--- config.mk ---
export PLATFORM = sky130hd
export DESIGN_NAME = instruction_fetch
export DESIGN_NICKNAME = d
export VERILOG_FILES = /design/src/rtl/instruction_fetch.sv
export SDC_FILE = /design/constraint.sdc
export NUM_CORES = 1
export LEC_CHECK = 0
export ABC_CLOCK_PERIOD_IN_PS = 10700
export CAP_MARGIN = 20
export CORE_MARGIN = 5
export CORE_UTILIZATION = 56
export CTS_CLUSTER_DIAMETER = 60
export DETAILED_ROUTE_END_ITERATION = 10
export PLACE_DENSITY = 0.89
export SLEW_MARGIN = 30
export SYNTH_ARGS = -nofsm -noshare
export SYNTH_HDL_FRONTEND = slang
export SYNTH_SLANG_ARGS = --single-unit
export TNS_END_PERCENT = 20
--- constraint.sdc ---
create_clock -name clk -period 10.7 [get_ports clk]
set_input_delay 1.605 -clock clk [delete_from_list [all_inputs] [get_ports clk]]
set_output_delay 1.605 -clock clk [all_outputs]
set_load 0.02 [all_outputs]
--- src/rtl/instruction_fetch.sv ---
// Fetch stage: owns the PC, issues word reads, queues {word, pc} for decode; FETCH_ALIGN_CHECK_EN traps misaligned redirects.
// Response->inst_valid one cycle; requests stall on queue+in-flight credits, decode stalls hold the queue head.
module instruction_fetch #(
    parameter logic [31:0] RESET_PC = 32'h0000_0000,
    parameter int          DEPTH    = 2
) (
    input  logic        clk,
    input  logic        reset,
    output logic        imem_req_valid,
    input  logic        imem_req_ready,
    output logic [31:0] imem_addr,
    input  logic        imem_resp_valid,
    input  logic [31:0] imem_resp_data,
    input  logic        redirect_valid,
    input  logic [31:0] redirect_pc,
    output logic        inst_valid,
    input  logic        inst_ready,
    output logic [31:0] instruction,
    output logic [31:0] inst_pc,
    output logic        fetch_fault
);
    localparam int PW = (DEPTH > 1) ? $clog2(DEPTH) : 1;
    localparam int CW = $clog2(DEPTH) + 1;
    localparam logic [CW:0]   DEPTH_C = (CW+1)'(DEPTH);
    localparam logic [CW-1:0] ONE_C   = CW'(1);
    localparam logic [PW-1:0] PONE_C  = PW'(1);

`ifdef FETCH_ALIGN_CHECK_EN
    typedef enum logic {RUN, FAULT} state_t;
`else
    typedef enum logic {RUN} state_t;
`endif

    state_t        state_q, state_d;
    logic [31:0]   pc_q, pc_d;
    logic [CW-1:0] inflight_q, inflight_d;
    logic [CW-1:0] drop_q, drop_d;
    logic [CW-1:0] count_q, count_d;
    logic [PW-1:0] rd_ptr_q, rd_ptr_d;
    logic [PW-1:0] wr_ptr_q, wr_ptr_d;
    logic          hold_q, hold_d;
    logic [31:0]   word_q [DEPTH];
    logic [31:0]   ipc_q  [DEPTH];

    logic          fire, pop, push, resp_drop;
    logic [CW-1:0] fire_e, resp_e, pop_e, push_e;
    logic [CW:0]   credit_used;
    logic [31:0]   resp_pc;

    assign inst_valid  = (count_q != '0);
    assign instruction = word_q[rd_ptr_q];
    assign inst_pc     = ipc_q[rd_ptr_q];
    assign imem_addr   = pc_q;

    always_comb begin
        pop         = inst_valid && inst_ready;
        // A slot freed by this cycle's pop can be reused, which is what sustains
        // one instruction per cycle at DEPTH=2; once raised, the request is held
        // until accepted so imem_addr never changes under a pending request.
        credit_used = {1'b0, count_q} + {1'b0, inflight_q} - {{CW{1'b0}}, pop};
        imem_req_valid = !reset && (state_q == RUN) && !redirect_valid &&
                         (hold_q || (credit_used < DEPTH_C));
        fire        = imem_req_valid && imem_req_ready;
        resp_drop   = (drop_q != '0);
        push        = imem_resp_valid && !resp_drop && !redirect_valid;
        // Live requests are the newest ones, contiguous up to pc_q-4.
        resp_pc     = pc_q - (32'(inflight_q) << 2);

        fire_e = {{(CW-1){1'b0}}, fire};
        resp_e = {{(CW-1){1'b0}}, imem_resp_valid};
        pop_e  = {{(CW-1){1'b0}}, pop};
        push_e = {{(CW-1){1'b0}}, push};

        pc_d       = fire ? pc_q + 32'd4 : pc_q;
        inflight_d = inflight_q + fire_e - resp_e;
        drop_d     = (imem_resp_valid && resp_drop) ? drop_q - ONE_C : drop_q;
        count_d    = count_q + push_e - pop_e;
        rd_ptr_d   = pop  ? rd_ptr_q + PONE_C : rd_ptr_q;
        wr_ptr_d   = push ? wr_ptr_q + PONE_C : wr_ptr_q;
        hold_d     = imem_req_valid && !imem_req_ready;
        state_d    = state_q;

        if (redirect_valid) begin
            pc_d     = redirect_pc & 32'hFFFF_FFFC;
            drop_d   = inflight_q - resp_e;
            count_d  = '0;
            rd_ptr_d = '0;
            wr_ptr_d = '0;
`ifdef FETCH_ALIGN_CHECK_EN
            state_d  = (redirect_pc[1:0] != 2'b00) ? FAULT : RUN;
`else
            state_d  = RUN;
`endif
        end
    end

`ifdef FETCH_ALIGN_CHECK_EN
    logic fault_q;
    assign fetch_fault = fault_q;
`else
    assign fetch_fault = 1'b0;
`endif

    always_ff @(posedge clk or posedge reset) begin
        if (reset) begin
            state_q    <= RUN;
            pc_q       <= RESET_PC;
            inflight_q <= '0;
            drop_q     <= '0;
            count_q    <= '0;
            rd_ptr_q   <= '0;
            wr_ptr_q   <= '0;
            hold_q     <= 1'b0;
`ifdef FETCH_ALIGN_CHECK_EN
            fault_q    <= 1'b0;
`endif
            for (int i = 0; i < DEPTH; i++) begin
                word_q[i] <= '0;
                ipc_q[i]  <= '0;
            end
        end else begin
            state_q    <= state_d;
            pc_q       <= pc_d;
            inflight_q <= inflight_d;
            drop_q     <= drop_d;
            count_q    <= count_d;
            rd_ptr_q   <= rd_ptr_d;
            wr_ptr_q   <= wr_ptr_d;
            hold_q     <= hold_d;
`ifdef FETCH_ALIGN_CHECK_EN
            fault_q    <= (state_d == FAULT);
`endif
            if (push) begin
                word_q[wr_ptr_q] <= imem_resp_data;
                ipc_q[wr_ptr_q]  <= resp_pc;
            end
        end
    end
endmodule

==> results.cfg <==
[run_status]
status = complete, no violations

[drt]
antenna_left = 0
wirelength_mm = 20.0
drt_iter0_drc = 440
drc = 0
vias = 6509
wire_per_inst_um = 17.4
vias_per_cell = 5.64
first_pass_iters = 5

[worst_setup_path]
crit_path_max_fanout = 5
crit_top_cell = clkdlybuf4s50_1
cp-end-kind = output pin
path_buf_inv = 2
crit_chain = clkdlybuf4s50_1, nand2_1, nor2_1, o21ai_0, fa_1, xor2_1, a21oi_1, nor3_1, clkdlybuf4s50_1
max_stage_delay_ns = 0.58
cp.required_ns = 9.10
cp_slowest_cell = clkdlybuf4s50_1
path_class = input port to output pin
cp_top_family = buffers and inverters
worstPathArrival_ns = 4.27
startpoint_type = input port

[cts]
clkLatencyLatePin_ns = 0.42
postCtsHoldBufs = 0
cts_max_level = 4
cts_sinks = 163
cts.repair.resized = 0
postCtsSetupBuffers = 0
clk_path_buf_depth = 2
cts_tree = yes
cts_buffers = 17
cts-root-buf = clkbuf_16
clkSlewWorstSetupHoldPaths_ns = 0.06

[placed_design]
preCtsSetupSlack_ns = 4.83
hpwl_mm = 13.7
portBuffers = 161
place_congestion = 0.837

[synthesis]
ys_types = 59
synth_edf_count = 0
netlist_instances = 833
synth_top_family_by_area = simple AND/OR/NAND/NOR gates
yosysWarnings = 0
synth_mux_area_share_pct = 13.2
synthFlopType = dfrtp_1
ys_async_sr_fraction_pct = 100
synthSimpleGateAreaFrac_pct = 18.4
synth-xor-area-share_pct = 5.08
synth_compound_area_share_pct = 7.56
synth_fa_ha_area_share_pct = 2.00
ys_seq_area_share_pct = 49.3
avgSynthCellArea_sq_um = 9.93
synth-seq-cells = 163
synth_area_sq_um = 8270

[layout]
mostFrequentLayoutCell = nand2_1
finalNetCount = 1039
diodes = 0
final_cell_mix = nand2_1, dfrtp_1, clkdlybuf4s50_1
drive_gt1_share_pct = 15.5
fill_cells = 1038
syn_to_final_growth_pct = 26.1

[timing]
drv_slew = 0
post-route-period-util_pct = 54.9
worstMarginPinSlew_ns = 0.884
relSlewSlack_pct = 41.0
grt_setup_unrepaired = false
fmax_mhz = 170
setup_ws_ns = 4.83
setup-violations-final = 0
fin_worst_skew_ns = 0.00895
min_period_ns = 5.87
tns_ns = 0
hold_viol_final = 0

[power]
leakagePower_nw = 4.52
p_total_mw = 2.68
power_density_nw_per_um2 = 257
vdd_ir_drop_max_mv = 0.134

[floorplan]
initial_utilization_pct = 56.9
dieArea_sq_um = 17300
dieWidth_um = 132
die_h_um = 132
core-area_sq_um = 14500
io-pin-count = 169
num_rows = 44

[job]
max_cap_violations = 0

[worst_hold_path]
hp-class = flop to flop

[global_routing]
grt_pass1_wl_mm = 33.4
grt_pass1_vias = 6578
gr-total-overflow = 0
grt_usage_pct = 23.3
antenna_found_initial = 0
grt_max_degree = 93
-- cell type report --
type                    count  area, sq um  share of cell area (%)
clock buffers              23          488                    4.68
clock inverters             9         55.1                   0.528
inverters                  20         80.1                   0.768
multi-input cells         589         3840                    36.9
flip-flops and latches    163         4080                    39.1
well taps                 184          230                    2.21
repair buffers            166         1650                    15.8
-- synthesized netlist by cell type (all sizes together), types with 3 or more instances --
| cell | n | area, sq um |
|---|---|---|
| nor3b | 3 | 22.5 |
| a221oi | 3 | 26.3 |
| a211oi | 3 | 22.5 |
| inv | 19 | 71.3 |
| buf | 24 | 139 |
| or3 | 5 | 36.3 |
| mux2i | 3 | 30.0 |
| xnor2 | 32 | 280 |
| dfrtp | 163 | 4080 |
| a21oi | 5 | 25.0 |
| mux2 | 94 | 1060 |
| and2 | 5 | 31.3 |
| nor4 | 21 | 184 |
| nand3 | 17 | 85.1 |
| nand2 | 195 | 732 |
| nor3 | 14 | 75.1 |
| clkbuf | 41 | 155 |
| xor2 | 16 | 140 |
| nand4 | 15 | 100 |
| o21ai | 78 | 390 |
| ha | 10 | 125 |
| o211ai | 5 | 37.5 |
| nor2 | 23 | 86.3 |
| or4 | 5 | 45.0 |
-- flip-flops by register name, indices dropped and copies added, names as in the netlist --
| register | cells |
|---|---|
| rd_ptr_q | 1 |
| count_q | 2 |
| word_q | 64 |
| ipc_q | 60 |
| hold_q | 1 |
| wr_ptr_q | 1 |
| imem_addr | 30 |
| inflight_q | 2 |
| drop_q | 2 |
-- through the flow --
stage | instances | area (sq um) | util [%] | hold slack (ns)
after global routing | 1154 | 10400 | 71.8 | 0.487
after CTS | 1154 | 10400 | 71.7 | 0.474
after detailed placement | 1122 | 9880 | 68.0 | 0.459
final | 1154 | 10400 | 71.8 | 0.468
after floorplan | 837 | 8290 | - | 0.442
after global placement | 1122 | 9880 | 68.0 | 0.454
-- where the power goes --
part           leakage (nW)  internal (mW)  switching [mW]
clock                 0.261          0.319           0.234
combinational          2.19          0.560           0.562
sequential             2.06          0.845           0.158
total                  4.52           1.72           0.954
-- worst paths after layout --
path	end	slack (ns)	depth (start not counted)	start
setup / recovery	imem_req_valid	4.83	9	inst_ready
hold / removal	word_q[56]	0.47	2	word_q[56]
setup reg to reg	imem_addr[9]	7.42	9	inflight_q[1]
min in group asynchronous	imem_addr[31]	1.83	2	reset
hold reg to reg	word_q[56]	0.47	2	word_q[56]
max in group asynchronous	ipc_q[57]	7.67	3	reset
-- worst register-to-register path, cell delays in order, from the launching register on --
cell and delay, ns:
dfrtp_1 0.46, inv_1 0.12, ha_1 0.33, fa_1 0.43
xor2_1 0.21, a31o_2 0.42, inv_1 0.32, nor2_1 0.53
a211oi_1 0.16, a311oi_1 0.23
-- layer usage --
| layer | vias up | part of all wire [%] | GRT usage (%) |
|---|---|---|---|
| met1 | 3133 | 44 | 31.6 |
| li1 | 3091 | - | - |
| met3 | 44 | 5.8 | 5.08 |
| met5 | - | 0 | 0 |
| met4 | 0 | 3.0 | 9.37 |
| met2 | 241 | 48 | 36.5 |
-- kinds of logic after synthesis --
kind of cell	after synthesis
simple gates	318
mux	97
flops	163
compound gates	109
buf+inv	85
xor+xnor	48
fa+ha+maj	12
other cells	1
(Power assumes the default switching activity.)
